`config.mk`:
```
export PLATFORM = sky130hd
export DESIGN_NAME = bsram_arbiter
export DESIGN_NICKNAME = d
export VERILOG_FILES = /design/src/rtl/bsram_pkg.sv /design/src/rtl/bsram_rd_arbiter.sv /design/src/rtl/bsram_arbiter.sv
export SDC_FILE = /design/constraint.sdc
export NUM_CORES = 1
export LEC_CHECK = 0
export CORE_MARGIN = 10
export CORE_UTILIZATION = 38
export DETAILED_ROUTE_END_ITERATION = 10
export GPL_TIMING_DRIVEN = 0
export PLACE_DENSITY_LB_ADDON = 0.25
export SETUP_SLACK_MARGIN = 0.3
export SLEW_MARGIN = 20
export SYNTH_ARGS = -nofsm -noshare
export SYNTH_HDL_FRONTEND = slang
export SYNTH_SLANG_ARGS = --single-unit
```
`constraint.sdc`:
```
create_clock -name clk -period 2.17 [get_ports clk]
set_input_delay 0.434 -clock clk [delete_from_list [all_inputs] [get_ports clk]]
set_output_delay 0.434 -clock clk [all_outputs]
set_load 0.03 [all_outputs]
```
`src/rtl/bsram_pkg.sv`:
```
// Shared types and widths for the character/data BSRAM arbiter.
package bsram_pkg;

  localparam int ADDR_W = 13;
  localparam int DATA_W = 8;

  typedef enum logic [1:0] {
    RST_HOLD,
    CLEAR,
    RUN
  } arb_state_t;

  typedef struct packed {
    logic valid;
    logic is_cpu;
  } rd_tag_t;

endpackage

```
`src/rtl/bsram_rd_arbiter.sv`:
```
// Two-requester read-port arbiter: LCD has priority, the CPU is guaranteed a
// slot after CPU_SLOT consecutive LCD wins while it waits.
module bsram_rd_arbiter #(
  parameter int CPU_SLOT = 4
) (
  input  logic clk,
  input  logic rst,
  input  logic en,
  input  logic lcd_req,
  input  logic cpu_req,
  output logic lcd_gnt,
  output logic cpu_gnt
);

  localparam int SW = $clog2(CPU_SLOT + 1);

  logic [SW-1:0] streak_q;
  logic          cpu_due;

  assign cpu_due = (streak_q == SW'(CPU_SLOT));
  assign lcd_gnt = en && lcd_req && !(cpu_req && cpu_due);
  assign cpu_gnt = en && cpu_req && !lcd_gnt;

  // NOTE: clocked state uses non-blocking assignments so every flop samples
  // pre-edge values regardless of process evaluation order.
  always_ff @(posedge clk or posedge rst) begin
    if (rst) begin
      streak_q <= '0;
    end else if (!en || !cpu_req || cpu_gnt) begin
      streak_q <= '0;
    end else if (lcd_gnt && !cpu_due) begin
      streak_q <= streak_q + 1'b1;
    end
  end

endmodule

```
`src/rtl/bsram_arbiter.sv`:
```
// Owns the SDPB character BSRAM: clears it after reset, forwards CPU writes to
// port A and shares read port B between the LCD fetcher and the CPU.
module bsram_arbiter
  import bsram_pkg::*;
#(
  parameter int                   ADDR_W       = bsram_pkg::ADDR_W,
  parameter int                   DATA_W       = bsram_pkg::DATA_W,
  parameter int                   READ_LATENCY = 1,
  parameter int                   CPU_SLOT     = 4,
  parameter logic [DATA_W-1:0]    INIT_FILL    = 8'h00,
  parameter int                   INIT_DEPTH   = 8192
) (
  input  logic              clk,
  input  logic              rst,
  input  logic              lcd_req,
  input  logic [ADDR_W-1:0] lcd_addr,
  output logic              lcd_gnt,
  output logic              lcd_rvalid,
  output logic [DATA_W-1:0] lcd_rdata,
  input  logic              cpu_rreq,
  input  logic [ADDR_W-1:0] cpu_raddr,
  output logic              cpu_rgnt,
  output logic              cpu_rvalid,
  output logic [DATA_W-1:0] cpu_rdata,
  input  logic              cpu_we,
  input  logic [ADDR_W-1:0] cpu_waddr,
  input  logic [DATA_W-1:0] cpu_wdata,
  output logic              cpu_wready,
  output logic              init_done,
  output logic              mem_cea,
  output logic [ADDR_W-1:0] mem_ada,
  output logic [DATA_W-1:0] mem_din,
  output logic              mem_reseta,
  output logic              mem_ceb,
  output logic [ADDR_W-1:0] mem_adb,
  output logic              mem_oce,
  output logic              mem_resetb,
  input  logic [DATA_W-1:0] mem_dout
);

  if (READ_LATENCY != 1 && READ_LATENCY != 2) begin : g_bad_latency
    $error("bsram_arbiter: READ_LATENCY must be 1 or 2");
  end

  arb_state_t        state_q, state_d;
  logic              hold_q;
  logic [ADDR_W-1:0] clr_cnt_q;
  logic [ADDR_W-1:0] adb_q;
  logic              init_done_q;
  logic              run;
  logic              lcd_gnt_w, cpu_gnt_w;
  rd_tag_t           tag_q [READ_LATENCY];

  assign run = (state_q == RUN);

  bsram_rd_arbiter #(
    .CPU_SLOT (CPU_SLOT)
  ) u_rd_arb (
    .clk     (clk),
    .rst     (rst),
    .en      (run),
    .lcd_req (lcd_req),
    .cpu_req (cpu_rreq),
    .lcd_gnt (lcd_gnt_w),
    .cpu_gnt (cpu_gnt_w)
  );

  always_ff @(posedge clk or posedge rst) begin
    if (rst) begin
      state_q     <= RST_HOLD;
      hold_q      <= 1'b0;
      clr_cnt_q   <= '0;
      init_done_q <= 1'b0;
    end else begin
      state_q     <= state_d;
      hold_q      <= (state_q == RST_HOLD) && !hold_q;
      clr_cnt_q   <= (state_q == CLEAR) ? clr_cnt_q + 1'b1 : '0;
      init_done_q <= (state_d == RUN);
    end
  end

  // NOTE: every output of this block gets a default first, so no path through
  // the case statement can leave a signal unassigned and infer a latch.
  always_comb begin
    state_d = state_q;
    mem_cea = 1'b0;
    mem_ada = '0;
    mem_din = '0;
    unique case (state_q)
      RST_HOLD: begin
        if (hold_q) state_d = CLEAR;
      end
      CLEAR: begin
        mem_cea = 1'b1;
        mem_ada = clr_cnt_q;
        mem_din = INIT_FILL;
        if (clr_cnt_q == ADDR_W'(INIT_DEPTH - 1)) state_d = RUN;
      end
      RUN: begin
        mem_cea = cpu_we;
        mem_ada = cpu_waddr;
        mem_din = cpu_wdata;
      end
      default: state_d = RST_HOLD;
    endcase
  end

  assign mem_reseta = (state_q == RST_HOLD);
  assign mem_resetb = (state_q == RST_HOLD);
  assign mem_oce    = run;
  assign cpu_wready = run;
  assign init_done  = init_done_q;

  assign lcd_gnt  = lcd_gnt_w;
  assign cpu_rgnt = cpu_gnt_w;
  assign mem_ceb  = lcd_gnt_w || cpu_gnt_w;
  assign mem_adb  = lcd_gnt_w ? lcd_addr : (cpu_gnt_w ? cpu_raddr : adb_q);

  // NOTE: the tag pipeline is reset so in-flight reads vanish with rst; the
  // BSRAM array has no reset and is scrubbed by the CLEAR sweep instead.
  always_ff @(posedge clk or posedge rst) begin
    if (rst) begin
      adb_q <= '0;
      for (int i = 0; i < READ_LATENCY; i++) tag_q[i] <= '0;
    end else begin
      adb_q    <= mem_adb;
      tag_q[0] <= '{valid: mem_ceb, is_cpu: cpu_gnt_w};
      for (int i = 1; i < READ_LATENCY; i++) tag_q[i] <= tag_q[i-1];
    end
  end

  assign lcd_rvalid = tag_q[READ_LATENCY-1].valid && !tag_q[READ_LATENCY-1].is_cpu;
  assign cpu_rvalid = tag_q[READ_LATENCY-1].valid &&  tag_q[READ_LATENCY-1].is_cpu;
  assign lcd_rdata  = mem_dout;
  assign cpu_rdata  = mem_dout;

endmodule

```
== Yosys cells after proc, flatten, opt, wreduce, memory -nomap -nowiden ==
Index checks and enable logic that the tools add are counted.

* Register bits: 35
* Bits of input ports: 60
* Output and inout port bits: 61
* Word-level logic and storage cells: 47

* Add/sub/neg operators: 2
* Equality and inequality tests: 5
* Multiplexer cells: 11
* Reduce and logical (&&, ||, !) cells: 21

{| class="wikitable"
|+ Operators with widths
! kind !! count
|-
| 13-bit two-way mux || 3
|-
| 13-bit one-hot mux with 2 select lines || 1
|-
| 13-bit by 1-bit adder with 13-bit output, second input constant || 1
|-
| 13-bit == test, second input constant || 1
|-
| 1-bit logical AND || 9
|-
| 8-bit two-way mux || 1
|-
| 1-bit zero test || 7
|-
| 3-bit two-way mux || 2
|-
| 2-bit one-hot mux with 3 select lines || 1
|-
| 2-bit == test, second input constant || 2
|-
| 2-bit two-way mux || 2
|-
| 3-bit by 1-bit adder with 3-bit output, second input constant || 1
|-
| 3-bit == test, second input constant || 1
|-
| 1-bit logical OR || 3
|-
| 2-bit by 1-bit == test with 1-bit output, second input constant || 1
|-
| 2-bit zero test || 1
|-
| 1-bit one-hot mux with 2 select lines || 1
|-
| 2-bit nonzero test || 1
|}

== Logic depth before layout (Yosys ltp) ==
Gate-level depths: netlist (run 1).

* Depth after elaboration: 8
* Depth in mapped cells: 8

== Hierarchy ==
A second synthesis (run 1) with hierarchy kept.

* Cell total of the unflattened synthesis: 231
* Area, all modules: 2184.6 um2

{| class="wikitable"
|+ Modules (own cells, without submodules)
! module !! instances !! cells an instance !! area each (um2)
|-
| bsram_arbiter || 1 || 212 || 2006.9
|-
| bsram_rd_arbiter || 1 || 19 || 177.7
|}

== Worst setup path before layout (run 1) ==
Ideal clock, no wire load.

* Kind: reg2out
* Start: register state_q[0]
* End: output mem_adb[10]
* Arrival: 2.249 ns
* Required time: 1.736 ns
* Slack: -0.513 ns
* Cell stages (with the launch flop): 8
* Path buffers: 2
* Cell sequence: dfrtp_1 inv_1 ha_1 buf_2 nand2_2 buf_4 mux2i_1 o21ai_0

* Longest elaborated chain between the ends: 7
* Elaborated cells between the ends (all ways): 8
* Those cells by class: 1 x eq/ne; 2 x mux; 5 x reduce/logical

{| class="wikitable"
|+ RTL lines
! what !! RTL line !! text
|-
| start: declaration || bsram_arbiter.sv:45 || <nowiki>arb_state_t state_q, state_d;</nowiki>
|-
| start signal: assignment || bsram_arbiter.sv:75 || <nowiki>state_q <= state_d;</nowiki>
|-
| 2-bit == test (*) || bsram_arbiter.sv:54 || <nowiki>assign run = (state_q == RUN);</nowiki>
|-
| net cpu_wready || bsram_arbiter.sv:28 || <nowiki>output logic cpu_wready,</nowiki>
|-
| 1-bit logical AND (2 in a row) || bsram_rd_arbiter.sv:21 || <nowiki>assign lcd_gnt = en && lcd_req && !(cpu_req && cpu_due);</nowiki>
|-
| 1-bit zero test || bsram_rd_arbiter.sv:22 || <nowiki>assign cpu_gnt = en && cpu_req && !lcd_gnt;</nowiki>
|-
| 1-bit logical AND || bsram_rd_arbiter.sv:22 ||
|-
| 13-bit two-way mux || bsram_arbiter.sv:117 || <nowiki>assign mem_adb = lcd_gnt_w ? lcd_addr : (cpu_gnt_w ? cpu_raddr : adb_q);</nowiki>
|-
| 13-bit two-way mux (*) || bsram_arbiter.sv:117 ||
|-
| end: declaration || bsram_arbiter.sv:35 || <nowiki>output logic [ADDR_W-1:0] mem_adb,</nowiki>
|}

Mark *: on every way through the listed nets, which the timed path passes. The rest lies on a longest branch.

== Worst setup path in the final report (run 1) ==
* Start: register state_q[0]
* End: output mem_adb[8]

* Longest elaborated chain between the ends: 7
* Elaborated cells between the ends (all ways): 8
* Those cells by class: 1 x eq/ne; 2 x mux; 5 x reduce/logical

{| class="wikitable"
|+ RTL lines
! what !! RTL line
|-
| 2-bit == test (*) || bsram_arbiter.sv:54
|-
| 1-bit logical AND (2 in a row) || bsram_rd_arbiter.sv:21
|-
| 1-bit zero test || bsram_rd_arbiter.sv:22
|-
| 1-bit logical AND || bsram_rd_arbiter.sv:22
|-
| 13-bit two-way mux || bsram_arbiter.sv:117
|-
| 13-bit two-way mux (*) || bsram_arbiter.sv:117
|}

Mark *: on every way between the ends. The rest lies on a longest branch, timed or not.

==> flow_summary.toml, run 1 <==
[layout]
drive_above_1_share_pct = 50.14
area_delta_synth_final_pct = 108.8
fillerInstances = 281
postLayoutCellArea_mm2 = 0.004347
diodes = 0
finalNonFillerCells = 437
final_nets = 433

[synthesis]
synth-simple-area-share_pct = 21.57
synthXorXnorAreaFrac_pct = 5.048
syn_nets = 283
yosys-mux-area-fraction_pct = 6.250
synth.largest_area_cell = "dfrtp_1"
synth.area.top_cells = "dfrtp_1 (42%), and2_1 (6.9%), buf_4 (6.9%)"
avgSynthCellArea_um2 = 9.639
synth_area_mm2 = 0.002082
syn_inst = 216
synth_top_family_by_area = "simple AND/OR/NAND/NOR gates"
synth-compound-area-share_pct = 10.46
yosysSeqAreaShare_pct = 42.07
synthAdderAreaFrac_pct = 4.207
synth_top_area_share_pct = 42.07
yosys.cell_types.count = 32
synth.ff_latch_count = 35
yosysWarnings = 0

[sta]
rsz0062_at_grt = "yes"
fin_ws_ns = -0.1003
fin_crit_sh_pct = 104.6
finalSetupViolCount = 25
max_freq_mhz = 440.5
relSlewSlack_pct = 50.71
finalCriticalPeriod_ns = 2.270
hold_violations = 0
drv_slew = 0
skew_ns = 0.003202
tns_ns = -1.374
worst-slew-pin-transition_ns = 0.7382
hold_slack_ns = 0.4746

[clock_network]
holdBufCountCts = 0
cts-htree-levels = 2
cts-root-buf = "clkbuf_8"
cts_tree = "built"
cts_buffer_depth = 2
cts.sinks = 35
cts_buffers = 5
clk_pin_slew_ns = 0.07
clk_latency_ns = 0.29

[placement]
placed_cells = 398
postPlaceCellArea_mm2 = 0.003573
port_buffers = 112
gp_congestion = 0.7388
dpl.hpwl_mm = 5.293

[route]
vias = 2159
drt_wl_total_mm = 8.100
firstDrtPassIters = 4
drt.antenna.violating_nets = 0
drc_errors = 0
drt_iter0_drc = 75
vias_per_cell = 4.941
wire_per_inst_um = 18.54

[critical_path]
r2r_end = "init_done"
cp.arrival_ns = 1.84
critPathKind = "reg2out"
start_kind = "register"
path_max_fanout = 6
r2r_start = "state_q[1]"
worstPathRequired_ns = 1.74
rrSetupSlack_ns = 0.38
r2r_cells = 9
cp-end-kind = "output port"

[grt]
grt.total_usage_pct = 15.54
grt_pass1_wl_mm = 10.87
grt_max_degree = 36
grt_overflow = 0
antenna_found_initial = 0
grt_pass1_vias = 2162

[floorplanning]
row_count = 26
ioPinCount = 121
start_util_pct = 40.00
dieWidth_um = 94.02
die_area_mm2 = 0.008840
core_area_mm2 = 0.005205
die-height_um = 94.02

[flow_run]
cap_violations = 0

[worst_hold_path]
min_to = "u_rd_arb.streak_q[0]"
hold_class = "reg2reg"
hold_start = "u_rd_arb.streak_q[0]"
min_path_cells = 1

[run_status]
status = "finished, violations left"
violations = "setup timing"

[pwr]
powerDensity_mw_per_mm2 = 318.2
leakagePower_nw = 2.039
ir_drop_mv = 0.2885
[metrics by stage]
| step | util, % | power, mW | setup slack, ns |
|---|---|---|---|
| 2_1_floorplan | - | 0.7310 | 0.2050 |
| 3_5_place_dp | 68.65 | 0.8622 | -0.6943 |
| 6_report | 83.51 | 1.383 | -0.1003 |
| 3_3_place_gp | 68.65 | 0.8602 | -0.6543 |
| 5_1_grt | 83.51 | 1.427 | -0.1504 |
| 4_1_cts | 78.39 | 1.385 | -0.1274 |
[cells by family (layout without fill, tap and decap cells)]
logic type | after synthesis | count (layout)
AO/OA/AOI/OAI | 32 | 32
XOR/XNOR | 12 | 12
adder cells (fa/ha/maj) | 7 | 7
buffers and inverters | 35 | 186
flip-flops | 35 | 35
multiplexers | 13 | 13
AND/OR/NAND/NOR | 82 | 82
[cells in the mapped netlist (all sizes together)]
master	count
dfrtp	35
and2	23
xnor2	10
ha	7
nand4	3
a31oi	1
or3	1
nor2	6
mux2i	13
nor3	1
o31a	1
a311oi	1
xor2	2
buf	26
inv	5
nor2b	16
and3	2
and4	3
a21boi	1
clkbuf	4
a21oi	3
nand3	4
nand2	22
o21ai	13
nand2b	1
a22oi	12
[registers in the layout (all words and copies together), names as in the netlist]
| name | flops |
|---|---|
| adb_q | 13 |
| state_q | 2 |
| hold_q | 1 |
| clr_cnt_q | 13 |
| tag_q | 2 |
| u_rd_arb.streak_q | 3 |
| init_done | 1 |
[final cells by class]
class                           instances  area [um^2]  share of cell area (%)
Inverter                                5        18.77                  0.4318
Clock buffer                            8        100.1                   2.303
Timing Repair Buffer                  143         1501                   34.54
Tap cell                               70        87.58                   2.015
Multi-Input combinational cell        146         1453                   33.42
Buffer                                 30        309.0                   7.110
Sequential cell                        35        877.1                   20.18
[routing by layer]
layer	up-vias	GRT usage (%)	wire (um)
met5	-	0	0
met4	0	4.177	91
met3	12	3.917	466
met2	72	29.72	4628
met1	1061	16.26	2914
li1	1014	-	-
[repair_timing]
item	in CTS	in global routing
cloned	4	2
endpoints found under the setup margin	43	43
pin swaps	5	14
hold endpoints to repair	0	0
setup buffers	12	13
resized for setup	289	80
[worst max path at each step]
stage / from / to / slack [ns] / cells past startpoint
2_1_floorplan: state_q[0] / mem_adb[0] / 0.20 / 8
3_3_place_gp: cpu_rreq / mem_adb[12] / -0.65 / 6
3_5_place_dp: cpu_rreq / mem_adb[10] / -0.69 / 6
4_1_cts: state_q[0] / mem_adb[1] / -0.13 / 10
5_1_grt: state_q[0] / mem_adb[10] / -0.15 / 10
6_report: state_q[0] / mem_adb[8] / -0.10 / 10
[cell usage in the layout, fill, tap and decap left out, types with 3 or more instances in the layout]
cell type        instances
clkdlybuf4s50_1         67
buf_6                   44
buf_4                   40
dfrtp_1                 34
and2_1                  22
a22oi_2                 12
nor2b_2                 11
xnor2_1                 10
nand2_4                  9
clkbuf_8                 9
o21ai_4                  8
mux2i_4                  7
nand2_1                  6
nand2_2                  6
nor2_1                   5
mux2i_1                  5
o21ai_2                  5
buf_12                   4
nor2b_1                  4
nand3_1                  4
ha_1                     4
buf_8                    3
clkbuf_16                3
inv_2                    3
nand4_1                  3
ha_4                     3
[worst max-delay path, stage by stage, from the launching register on]
cell and delay, ns:
dfrtp_1 0.40, inv_2 0.08, ha_4 0.14, buf_8 0.13
nand2_4 0.05, a31oi_4 0.16, buf_12 0.16, buf_16 0.13
nand2_4 0.05, o21ai_4 0.07, buf_6 0.16
[power by group]
part	switching [mW]	internal [mW]
clock network	0.235	0.290
registers	0	0.652
logic	0.0817	0.125
total	0.316	1.07
No activity file was read; power rests on OpenSTA's default activity.
==> inputs of run 2 (changes only) <==
--- a/config.mk
+++ b/config.mk
@@ -9,7 +9,7 @@
 export CORE_UTILIZATION = 38
 export DETAILED_ROUTE_END_ITERATION = 10
 export GPL_TIMING_DRIVEN = 0
-export PLACE_DENSITY_LB_ADDON = 0.25
+export PLACE_DENSITY_LB_ADDON = 0.08
 export SETUP_SLACK_MARGIN = 0.3
 export SLEW_MARGIN = 20
 export SYNTH_ARGS = -nofsm -noshare
==> run 2 against run 1 <==
Net effect:
- the flow still finishes with violations (setup timing)
- first-iteration DRC count rose by 69%
- combinational power rose by 2%
- die area stayed put
- largest cell class unchanged
- sequential power barely moved
- highest routed layer unchanged
- register-to-register slack worse by 0.09 ns
- critical path type unchanged
- clock power increased by 39%
- flip-flop and latch count is the same
==> flow_summary.toml, run 2 (synthesis gave the netlist of run 1 again) <==
[clock_network]
cts-root-buf = "clkbuf_8"
cts_tree = "built"
cts_buffers = 5
clk_latency_ns = 0.30
cts.sinks = 35
holdBufCountCts = 0
clk_pin_slew_ns = 0.09
cts_buffer_depth = 2
cts-htree-levels = 2

[placement]
dpl.hpwl_mm = 5.331
placed_cells = 398
port_buffers = 112
gp_congestion = 0.7598

[grt]
busiest_layer = "met2"
grt_use_met2_pct = 33.53
grt.met1_usage_pct = 19.02
grt_overflow = 0
grt_pass1_vias = 2381
grt_pass1_wl_mm = 12.63
globalRouteMet3Util_pct = 6.715
antenna_found_initial = 0
grt.total_usage_pct = 18.17
grt_max_degree = 36

[critical_path]
path_cells = "inv_2 -> ha_4 -> buf_12 -> nand2_4 -> a31oi_4 -> buf_12 -> buf_12 -> nand2_4 -> o21ai_4 -> buf_6"
worstPathRequired_ns = 1.74
cp-end-kind = "output port"
startpoint = "state_q[0]"
r2r_end = "init_done"
start_kind = "register"
cp.depth = 10
path_max_fanout = 5
cp.arrival_ns = 1.96
cp_slowest_cell = "dfrtp_1"
r2r_cells = 9
crit_family = "buffers and inverters"
r2r_start = "state_q[1]"
critical_path.max_stage_delay_ns = 0.43
critPathKind = "reg2out"
crit_top_cell = "buf_12"
rrSetupSlack_ns = 0.29
crit_buf_inv = 5

[layout]
drive_above_1_share_pct = 54.47
layout_commonest_cell = "clkdlybuf4s50_1"
final_cell_mix = "clkdlybuf4s50_1 (67), buf_6 (53), buf_4 (41), dfrtp_1 (34), and2_1 (15)"
diodes = 0
final_nets = 446
reg.largest.list = "adb_q (13), clr_cnt_q (13), u_rd_arb.streak_q (3)"
utilization_pct = 89.18
area_delta_synth_final_pct = 123.0
finalNonFillerCells = 450

[pwr]
powerDensity_mw_per_mm2 = 342.6
finalPower_mw = 1.590
ir_drop_mv = 0.4055
leakagePower_nw = 2.197

[floorplanning]
die_area_mm2 = 0.008840
die-height_um = 94.02
core_area_mm2 = 0.005205
ioPinCount = 121
row_count = 26
start_util_pct = 40.00
dieWidth_um = 94.02

[sta]
skew_ns = 0.01700
rsz0062_at_grt = "yes"
finalCriticalPeriod_ns = 2.390
max_freq_mhz = 418.4
worst-slew-pin-transition_ns = 0.7736
fin_crit_sh_pct = 110.2
drv_slew = 0
relSlewSlack_pct = 48.35
fin_ws_ns = -0.2203
tns_ns = -5.331
finalSetupViolCount = 38
hold_violations = 0

[route]
vias = 2285
drt_wl_total_mm = 9.453
drt.antenna.violating_nets = 0
wire_per_inst_um = 21.01
vias_per_cell = 5.078
firstDrtPassIters = 4
drt_iter0_drc = 127
drc_errors = 0

[worst_hold_path]
min_path_cells = 1
hold_class = "reg2reg"
hold_start = "u_rd_arb.streak_q[0]"
min_to = "u_rd_arb.streak_q[0]"

[flow_run]
cap_violations = 0

[run_status]
violations = "setup timing"
status = "finished, violations left"
==> run 2: where the power goes <==
group / internal (mW) / switching, mW
combinational: 0.125 / 0.0860
clock: 0.460 / 0.268
sequential: 0.652 / 0
total: 1.24 / 0.354
==> run 2: cell type report <==
| cell class | count | area [um^2] |
|---|---|---|
| Buffer | 30 | 324.1 |
| Clock buffer | 6 | 72.57 |
| Clock inverter | 2 | 60.06 |
| Fill cell | 236 | 563.0 |
| Inverter | 5 | 21.27 |
| Multi-Input combinational cell | 146 | 1536 |
| Sequential cell | 35 | 877.1 |
| Tap cell | 70 | 87.58 |
| Timing Repair Buffer | 156 | 1663 |
==> run 2: stage by stage <==
stage	instance area [um^2]	hold WS, ns	setup slack (ns)
4_1_cts	4378	0.4515	-0.1154
3_3_place_gp	3573	0.4287	-0.6359
6_report	4642	0.4593	-0.2203
3_5_place_dp	3573	0.4413	-0.6611
5_1_grt	4642	0.4672	-0.2681
2_1_floorplan	2365	0.4138	0.2050
==> run 2: layer usage <==
metal	vias to the layer above	wire length [um]
met1	1124	3236
li1	1036	-
met4	0	193
met2	103	5183
met3	22	840
met5	-	0
==> run 2: how the worst max path moves through the flow <==
stage	to	slack [ns]
3_3_place_gp	mem_adb[2]	-0.64
4_1_cts	mem_adb[6]	-0.12
6_report	mem_adb[9]	-0.22
5_1_grt	mem_adb[9]	-0.27
3_5_place_dp	mem_adb[10]	-0.66
2_1_floorplan	mem_adb[0]	0.20
==> run 2: repair_timing <==
item	in CTS	in global routing
endpoints found under the setup margin	44	41
setup buffers	20	17
gates resized for setup	356	47
hold endpoints to repair	0	0
gates cloned	7	0
pin swaps	15	13
